[config.mk]
export PLATFORM = sky130hd
export DESIGN_NAME = mul_issue_queue
export DESIGN_NICKNAME = d
export VERILOG_FILES = /design/src/rtl/mul_issue_queue.sv
export SDC_FILE = /design/constraint.sdc
export NUM_CORES = 1
export LEC_CHECK = 0
export ABC_CLOCK_PERIOD_IN_PS = 4500
export BUFFER_PORTS_ARGS = -buffer_cell sky130_fd_sc_hd__buf_2
export CORE_MARGIN = 3
export CORE_UTILIZATION = 40
export DETAILED_ROUTE_END_ITERATION = 10
export PLACE_DENSITY_LB_ADDON = 0.12
export SYNTH_ARGS = -nofsm -noshare
export SYNTH_HDL_FRONTEND = slang
export SYNTH_SLANG_ARGS = --single-unit
export TNS_END_PERCENT = 30
[constraint.sdc]
create_clock -name clk -period 4.5 [get_ports clk]
set_clock_uncertainty 0.15 [all_clocks]
set_input_delay 0.225 -clock clk [delete_from_list [all_inputs] [get_ports clk]]
set_output_delay 0.225 -clock clk [all_outputs]
set_load 0.02 [all_outputs]
[src/rtl/mul_issue_queue.sv]
// Operand issue / result-capture stage in front of a sequential 32x32 multiplier.
// Buffers operand pairs, issues one job at a time with a Run pulse, and holds the product for a valid/ready consumer.
module mul_issue_queue #(
    parameter int DEPTH    = 4,
    parameter int MIN_WAIT = 2
) (
    input  logic        clk,
    input  logic        rst_n,
    input  logic        i_in_valid,
    output logic        o_in_ready,
    input  logic [31:0] i_in_multiplier,
    input  logic [31:0] i_in_multiplicand,
    output logic        o_run,
    output logic [31:0] o_multiplier_out,
    output logic [31:0] o_multiplicand_out,
    input  logic        i_mul_ready,
    input  logic [63:0] i_product_in,
    output logic        o_out_valid,
    input  logic        i_out_ready,
    output logic [63:0] o_out_product,
    output logic        o_busy,
    output logic [15:0] o_done_count
);

    localparam int PTR_W  = $clog2(DEPTH);
    localparam int CNT_W  = PTR_W + 1;
    localparam int WAIT_W = $clog2(MIN_WAIT + 1);

    typedef enum logic [1:0] {
        S_IDLE,
        S_START,
        S_WAIT,
        S_HOLD
    } state_t;

    state_t            r_state;
    state_t            w_next_state;
    logic [31:0]       r_fifo_mult  [DEPTH];
    logic [31:0]       r_fifo_mcand [DEPTH];
    logic [PTR_W-1:0]  r_wr_ptr;
    logic [PTR_W-1:0]  r_rd_ptr;
    logic [CNT_W-1:0]  r_count;
    logic [WAIT_W-1:0] r_wait_cnt;
    logic [31:0]       r_op_mult;
    logic [31:0]       r_op_mcand;
    logic              r_out_valid;
    logic [63:0]       r_out_product;
    logic [15:0]       r_done_count;

    logic w_push;
    logic w_pop;
    logic w_capture;
    logic w_consume;
    logic w_fifo_nonempty;

    assign w_fifo_nonempty = (r_count != '0);
    assign o_in_ready      = (r_count != CNT_W'(DEPTH));
    assign w_push          = i_in_valid && o_in_ready;

    // NOTE: every output of this block gets a default first, so no path leaves a signal unassigned and no latch is inferred.
    always_comb begin
        w_next_state = r_state;
        w_pop        = 1'b0;
        w_capture    = 1'b0;
        w_consume    = 1'b0;
        case (r_state)
            S_IDLE: begin
                if (w_fifo_nonempty) begin
                    w_pop        = 1'b1;
                    w_next_state = S_START;
                end
            end
            S_START: w_next_state = S_WAIT;
            S_WAIT: begin
                // A done flag seen before the wait count expires is left over from the previous job.
                if ((r_wait_cnt == '0) && i_mul_ready) begin
                    w_capture    = 1'b1;
                    w_next_state = S_HOLD;
                end
            end
            S_HOLD: begin
                if (i_out_ready) begin
                    w_consume = 1'b1;
                    if (w_fifo_nonempty) begin
                        w_pop        = 1'b1;
                        w_next_state = S_START;
                    end else begin
                        w_next_state = S_IDLE;
                    end
                end
            end
            default: w_next_state = S_IDLE;
        endcase
    end

    // NOTE: sequential state uses non-blocking assignments so every register samples pre-edge values.
    always_ff @(posedge clk or negedge rst_n) begin
        if (!rst_n) r_state <= S_IDLE;
        else        r_state <= w_next_state;
    end

    // NOTE: storage array is deliberately not reset; the count and pointers alone define which entries are valid.
    always_ff @(posedge clk) begin
        if (w_push) begin
            r_fifo_mult[r_wr_ptr]  <= i_in_multiplier;
            r_fifo_mcand[r_wr_ptr] <= i_in_multiplicand;
        end
    end

    always_ff @(posedge clk or negedge rst_n) begin
        if (!rst_n) begin
            r_wr_ptr <= '0;
            r_rd_ptr <= '0;
            r_count  <= '0;
        end else begin
            if (w_push) r_wr_ptr <= r_wr_ptr + PTR_W'(1);
            if (w_pop)  r_rd_ptr <= r_rd_ptr + PTR_W'(1);
            case ({w_push, w_pop})
                2'b10:   r_count <= r_count + CNT_W'(1);
                2'b01:   r_count <= r_count - CNT_W'(1);
                default: r_count <= r_count;
            endcase
        end
    end

    always_ff @(posedge clk or negedge rst_n) begin
        if (!rst_n) begin
            r_op_mult  <= '0;
            r_op_mcand <= '0;
            r_wait_cnt <= '0;
        end else begin
            if (w_pop) begin
                r_op_mult  <= r_fifo_mult[r_rd_ptr];
                r_op_mcand <= r_fifo_mcand[r_rd_ptr];
            end
            if (r_state == S_START)
                r_wait_cnt <= WAIT_W'(MIN_WAIT);
            else if ((r_state == S_WAIT) && (r_wait_cnt != '0))
                r_wait_cnt <= r_wait_cnt - WAIT_W'(1);
        end
    end

    always_ff @(posedge clk or negedge rst_n) begin
        if (!rst_n) begin
            r_out_valid   <= 1'b0;
            r_out_product <= '0;
            r_done_count  <= '0;
        end else begin
            if (w_capture) begin
                r_out_valid   <= 1'b1;
                r_out_product <= i_product_in;
            end else if (w_consume) begin
                r_out_valid <= 1'b0;
            end
            if (w_consume) r_done_count <= r_done_count + 16'd1;
        end
    end

    assign o_run              = (r_state == S_START);
    assign o_multiplier_out   = r_op_mult;
    assign o_multiplicand_out = r_op_mcand;
    assign o_out_valid        = r_out_valid;
    assign o_out_product      = r_out_product;
    assign o_busy             = (r_state != S_IDLE) || w_fifo_nonempty;
    assign o_done_count       = r_done_count;

endmodule
==> results.sh, run 1 <==
export IMPL_r2r_start="r_state[0]$_DFFE_PN0P_"
export IMPL_drv_slew=0
export IMPL_dr_wl_met3_um=2039
export IMPL_globalRoute_totalOverflow=0
export IMPL_syn_avg_cell_area_um2=20.87
export IMPL_swShare_pct=31.85
export IMPL_wl_per_cell_um=19.45
export IMPL_synth_largest_area_cell="edfxtp_1"
export IMPL_r2r_end="o_multiplier_out[23]$_DFFE_PN0P_"
export IMPL_crit_type="reg -> reg"
export IMPL_path_buf_inv=2
export IMPL_p_leak_nw=8.015
export IMPL_pre_cts_ws_ns=1.813
export IMPL_drc=0
export IMPL_route_layer_met1_wl_um=14270
export IMPL_status="finished clean"
export IMPL_rows=71
export IMPL_whs_path_depth=4
export IMPL_yosysTopAreaCellShare_pct=49.98
export IMPL_r2r_cells=5
export IMPL_clk_pin_slew_ns=0.06
export IMPL_tritoncts="done"
export IMPL_grt_pass1_vias=8872
export IMPL_ys_dominant_reg_cell="edfxtp_1"
export IMPL_port_buffers=280
export IMPL_syn_num_nets=883
export IMPL_synth_seq_area_share_pct=75.35
export IMPL_rsz0062_at_grt="no"
export IMPL_route_vias_total=8281
export IMPL_initial_utilization_pct=40.74
export IMPL_synth_common_cells="edfxtp_1 (256), dfrtp_1 (156), mux2_2 (131), mux4_2 (64), xnor2_1 (16)"
export IMPL_ys_seq_elements=412
export IMPL_crit_start="r_state[0]$_DFFE_PN0P_"
export IMPL_clock_sinks=412
export IMPL_ys_async_sr_fraction_pct=37.86
export IMPL_whs_ns=0.09806
export IMPL_ctsHtreeMaxLevel=2
export IMPL_place_gp_congestion=0.7122
export IMPL_finalWorstSetupSlack_ns=1.864
export IMPL_design_area_um2=20080
export IMPL_path_delay_family="buffers and inverters"
export IMPL_yosysMostFrequentCell="edfxtp_1"
export IMPL_die_x_um=202.1
export IMPL_numCtsBuffers=44
export IMPL_drive_above_1_share_pct=46.00
export IMPL_hp_start="i_mul_ready"
export IMPL_drt_initial_drc_count=361
export IMPL_synth_edff_count=256
export IMPL_synth_area_top_cells="edfxtp_1 (50%), dfrtp_1 (25%), mux2_2 (9.6%)"
export IMPL_min_delay_worst_endpoint="r_state[1]$_DFFE_PN0P_"
export IMPL_area_growth_pct=30.57
export IMPL_critPathSlowestCell="buf_4"
export IMPL_peakVddDrop_mv=0.2999
export IMPL_nets=1321
export IMPL_grt_start_max_net_pins=94
export IMPL_worst_pin_slew_ns=1.099
export IMPL_antenna_found_initial=2
export IMPL_p_per_area_nw_per_um2=675.1
export IMPL_fillCellCount=3012
export IMPL_cp_arrival_ns=2.92
export IMPL_ys_types=29
export IMPL_grt_usage_pct=16.56
export IMPL_finalCritPeriodShare_pct=58.58
export IMPL_crit_fanout=66
export IMPL_period_needed_ns=2.636
export IMPL_relSlewSlack_pct=26.77
export IMPL_start_kind="register"
export IMPL_core_area_um2=37760
export IMPL_drt_vias_per_instance=4.803
export IMPL_highest_layer="met4"
export IMPL_end_kind="register"
export IMPL_regArea_um2=11600
export IMPL_clockBufferDepth=3
export IMPL_required_ns=4.78
export IMPL_tns_ns=0
export IMPL_synthCells=737
export IMPL_maxCapViolations=0
export IMPL_crit_path_max_incr_delay_ns=0.86
export IMPL_yosys_warnings=0
export IMPL_hold_viol_final=0
export IMPL_drt_total_wl_um=33530
export IMPL_cts_root_buf="clkbuf_16"
export IMPL_drt_pass1_iter_count=4
export IMPL_die_y_um=202.1
export IMPL_power_w=0.01356
export IMPL_dieArea_um2=40840
export IMPL_clockPowerShare_pct=25.6
export IMPL_setup_violations=0
export IMPL_switchingPower_w=0.004319
export IMPL_grt_first_pass_wirelength_um=52050
export IMPL_wl_met2_um=16510
export IMPL_cellInternalPower_w=0.009241
export IMPL_pwr_share_seq_pct=43.4
export IMPL_postPlaceCellArea_um2=17380
export IMPL_min_path_type="in -> reg"
export IMPL_syn_cell_area_um2=15380
export IMPL_hpwl_um=19050
export IMPL_combPwrFrac_pct=31.0
export IMPL_crit_path_cell_trace="inv_1, ha_1, nor3_4, buf_4, mux2_2"
export IMPL_multi_input_area_um2=3606
export IMPL_clock_latency_ns=0.55
export IMPL_ff2ff_setup_slack_ns=1.86
export IMPL_detail_route_antenna_nets=0
export IMPL_io_pins=281
export IMPL_fmax_mhz=379.3
[worst min-delay path, cell delays in order]
cell	delay, ns
buf_2	0.11
nand2_1	0.07
a221o_1	0.20
mux2_2	0.16
[registers in the layout, indices dropped and copies added, names as in the netlist]
register / count
o_done_count: 16
o_multiplicand_out: 32
o_multiplier_out: 32
o_out_product: 64
o_out_valid: 1
r_count: 3
r_fifo_mcand: 128
r_fifo_mult: 128
r_rd_ptr: 2
r_state: 2
r_wait_cnt: 2
r_wr_ptr: 2
[cell usage in the layout (no fill, tap or decap), drive strengths merged]
cell	synthesis	routed
a211o	1	1
edfxtp	256	256
nor2	9	9
a21oi	1	1
diode	0	2
nand2b	1	1
ha	12	12
dfrtp	156	156
mux2	131	131
mux4	64	64
and4	1	1
and2	1	1
buf	20	289
a221o	1	1
nand2	12	12
nor2b	1	1
o21ai	2	2
xnor2	16	16
nand4	4	4
inv	12	14
bufinv	0	1
clkinv	0	10
nand3	9	9
xor2	6	6
nor3	2	2
clkbuf	8	69
fa	1	1
nor4	2	2
and3	7	7
o22a	1	1
dlygate4sd3	0	131
[stage by stage]
step | std cells | util (%)
after floorplan | 737 | -
after global placement | 1509 | 46.02
after detailed placement | 1509 | 46.02
after CTS | 1722 | 53.18
after global routing | 1724 | 53.20
final | 1724 | 53.20
[power groups by stage]
stage	clock, W	sequential [W]	combinational [W]
after floorplan	0	0.00639	0.00233
after global placement	0	0.00596	0.00417
after detailed placement	0	0.00599	0.00421
after CTS	0.00358	0.00592	0.00430
after global routing	0.00374	0.00605	0.00453
final	0.00347	0.00589	0.00421
[what timing repair did]
action | CTS | global route
hold buffers | 131 | 0
gates resized for setup | 0 | 0
endpoints found under the hold margin | 416 | 0
setup buffers | 0 | 0
[worst max-delay path by stage]
| stage | cells past startpoint | endpoint |
|---|---|---|
| detailed placement | 5 | o_multiplier_out[27]$_DFFE_PN0P_ |
| CTS | 5 | o_multiplier_out[23]$_DFFE_PN0P_ |
| finish | 5 | o_multiplier_out[23]$_DFFE_PN0P_ |
| global placement | 5 | o_multiplicand_out[13]$_DFFE_PN0P_ |
| floorplan | 3 | r_fifo_mcand[0][0]$_DFFE_PP_ |
| global route | 5 | o_multiplier_out[23]$_DFFE_PN0P_ |
[cell type report]
type                            count  area share [%]
Inverter                           12          0.2243
Timing Repair Buffer              420           13.94
Sequential cell                   412           57.75
Clock buffer                       69           6.454
Multi-Input combinational cell    285           17.95
Antenna cell                        2         0.02492
Clock inverter                     13          0.4735
Tap cell                          511           3.183
[cells by family after synthesis]
family,synth area share [%]
AO/OA/AOI/OAI,0.2766
XOR/XNOR,1.253
adder cells (fa/ha/maj),1.106
buffers and inverters,1.407
flip-flops,75.35
multiplexers,18.96
AND/OR/NAND/NOR,1.643
[per-layer routing]
layer | GRT usage, % | up-vias
li1 | - | 3744
met1 | 21.52 | 4259
met2 | 27.71 | 231
met3 | 4.010 | 47
met4 | 5.370 | 0
met5 | 0 | -
Power figures use the tool's default switching activity.
==> inputs of run 2 (changes only) <==
--- a/config.mk
+++ b/config.mk
@@ -5,7 +5,7 @@
 export SDC_FILE = /design/constraint.sdc
 export NUM_CORES = 1
 export LEC_CHECK = 0
-export ABC_CLOCK_PERIOD_IN_PS = 4500
+export ABC_CLOCK_PERIOD_IN_PS = 2200
 export BUFFER_PORTS_ARGS = -buffer_cell sky130_fd_sc_hd__buf_2
 export CORE_MARGIN = 3
 export CORE_UTILIZATION = 40
==> constraint.sdc (replaced) <==
create_clock -name clk -period 2.2 [get_ports clk]
set_clock_uncertainty 0.15 [all_clocks]
set_input_delay 0.11 -clock clk [delete_from_list [all_inputs] [get_ports clk]]
set_output_delay 0.11 -clock clk [all_outputs]
set_load 0.02 [all_outputs]
==> run 2 against run 1 <==
Compared with the run above:
- clock power grew 100%
- combinational power rose by 130%
- cell area increased by 2.3%
- via count increased by 1.2%
- sequential share of layout area fell by 1.3 points
- fmax is 26% higher
- cell count up 1.7%
==> results.sh, run 2 (synthesis results as in run 1) <==
export IMPL_fillCellCount=3036
export IMPL_rows=71
export IMPL_antenna_found_initial=2
export IMPL_place_gp_congestion=0.7070
export IMPL_dp_cells=1533
export IMPL_grt_usage_pct=16.63
export IMPL_grt_pass1_vias=9128
export IMPL_drv_slew=0
export IMPL_nets=1350
export IMPL_finalWorstSetupSlack_ns=0.1094
export IMPL_dieArea_um2=40840
export IMPL_drt_initial_drc_count=369
export IMPL_status="finished clean"
export IMPL_drt_pass1_iter_count=4
export IMPL_cp_arrival_ns=2.42
export IMPL_drive_above_1_share_pct=48.19
export IMPL_final_core_util_pct=54.41
export IMPL_start_kind="register"
export IMPL_wl_per_cell_um=19.03
export IMPL_worst_pin_slew_ns=0.6071
export IMPL_crit_fanout=2
export IMPL_route_vias_total=8379
export IMPL_layout_common_cells="buf_2 (279), edfxtp_1 (256), dfrtp_1 (154), dlygate4sd3_1 (133), mux2_2 (131)"
export IMPL_grt_first_pass_wirelength_um=53100
export IMPL_clock_latency_ns=0.56
export IMPL_ctsHtreeMaxLevel=2
export IMPL_min_path_type="in -> reg"
export IMPL_core_area_um2=37760
export IMPL_whs_path_depth=2
export IMPL_globalRoute_totalOverflow=0
export IMPL_fmax_mhz=478.3
export IMPL_maxCapViolations=0
export IMPL_end_kind="register"
export IMPL_port_buffers=280
export IMPL_clock_sinks=412
export IMPL_stdcell_count=1753
export IMPL_layout_commonest_cell="buf_2"
export IMPL_hpwl_um=20320
export IMPL_drc=0
export IMPL_area_growth_pct=33.55
export IMPL_period_needed_ns=2.091
export IMPL_drt_total_wl_um=33350
export IMPL_p_leak_nw=8.221
export IMPL_pre_cts_ws_ns=0.009511
export IMPL_hold_viol_final=0
export IMPL_cts_root_buf="clkbuf_16"
export IMPL_setup_violations=0
export IMPL_clockBufferDepth=3
export IMPL_p_per_area_nw_per_um2=1378
export IMPL_drt_vias_per_instance=4.780
export IMPL_clk_pin_slew_ns=0.06
export IMPL_numCtsBuffers=45
export IMPL_die_x_um=202.1
export IMPL_initial_utilization_pct=40.74
export IMPL_peakVddDrop_mv=0.7491
export IMPL_die_y_um=202.1
export IMPL_required_ns=2.53
export IMPL_tritoncts="done"
export IMPL_finalCritPeriodShare_pct=95.03
export IMPL_detail_route_antenna_nets=0
export IMPL_crit_type="reg -> reg"
export IMPL_io_pins=281
export IMPL_grt_start_max_net_pins=66
export IMPL_relSlewSlack_pct=59.53
export IMPL_r2r_cells=9
## run 2: timing repair
action / 4_1_cts / 5_1_grt
endpoints found under the setup margin: 1 / 35
hold buffers: 133 / 0
setup buffers: 1 / 1
pin swaps: 2 / 4
gates resized for setup: 3 / 8
endpoints found under the hold margin: 510 / 0
## run 2: final timing paths
kind | startpoint | to | slack (ns)
setup / recovery | r_state[0]$_DFFE_PN0P_ | r_count[2]$_DFFE_PN0P_ | 0.11
hold / removal | i_in_multiplier[27] | r_fifo_mult[1][27]$_DFFE_PP_ | 0.15
setup reg to reg | r_state[0]$_DFFE_PN0P_ | r_count[2]$_DFFE_PN0P_ | 0.11
hold reg to reg | o_done_count[15]$_DFFE_PN0P_ | o_done_count[15]$_DFFE_PN0P_ | 0.32
max in group asynchronous | rst_n | r_wr_ptr[1]$_DFFE_PN0P_ | 0.74
min in group asynchronous | rst_n | o_done_count[15]$_DFFE_PN0P_ | 0.51
## run 2: layout make-up
cell class                      count  area, um2  area share [%]
Antenna cell                        1      2.502         0.01218
Clock buffer                       60       1265           6.157
Clock inverter                     24      151.4          0.7369
Inverter                           12      45.04          0.2193
Multi-Input combinational cell    285       3640           17.72
Sequential cell                   412      11600           56.46
Tap cell                          511      639.4           3.112
Timing Repair Buffer              448       3202           15.59
## run 2: through the flow
stage,cell area [um2],hold WS (ns),TNS [ns],power [W]
after global routing,20540,0.1422,-0.007962,0.02992
after global placement,17740,-0.001984,0,0.02117
after detailed placement,17740,-0.002720,0,0.02128
after floorplan,15390,-0.3356,-45.43,0.01782
final,20540,0.1527,0,0.02832
after CTS,20510,0.1097,0,0.02877
## run 2: critical path, cell delays in order (launching register included)
cell and delay, ns:
dfrtp_1 0.38, inv_2 0.09, ha_4 0.21, nor3_4 0.19, ha_2 0.21, inv_2 0.04, fa_2 0.32, xor2_1 0.14
nor2_1 0.12, xor2_1 0.14
## run 2: per-layer routing
layer	track usage (%)	share of wire (%)	vias to the layer above	wire, um
li1	-	-	3812	-
met3	4.187	6.2	47	2065
met2	27.95	49	236	16380
met5	0	0.030	-	10
met4	4.776	1.9	2	623
met1	21.66	43	4282	14270
## run 2: power breakdown
part / internal (W) / leakage [nW] / switching [W]
sequential: 0.0106 / 4.26 / 0.000889
clock: 0.00416 / 0.704 / 0.00295
combinational: 0.00455 / 3.26 / 0.00513
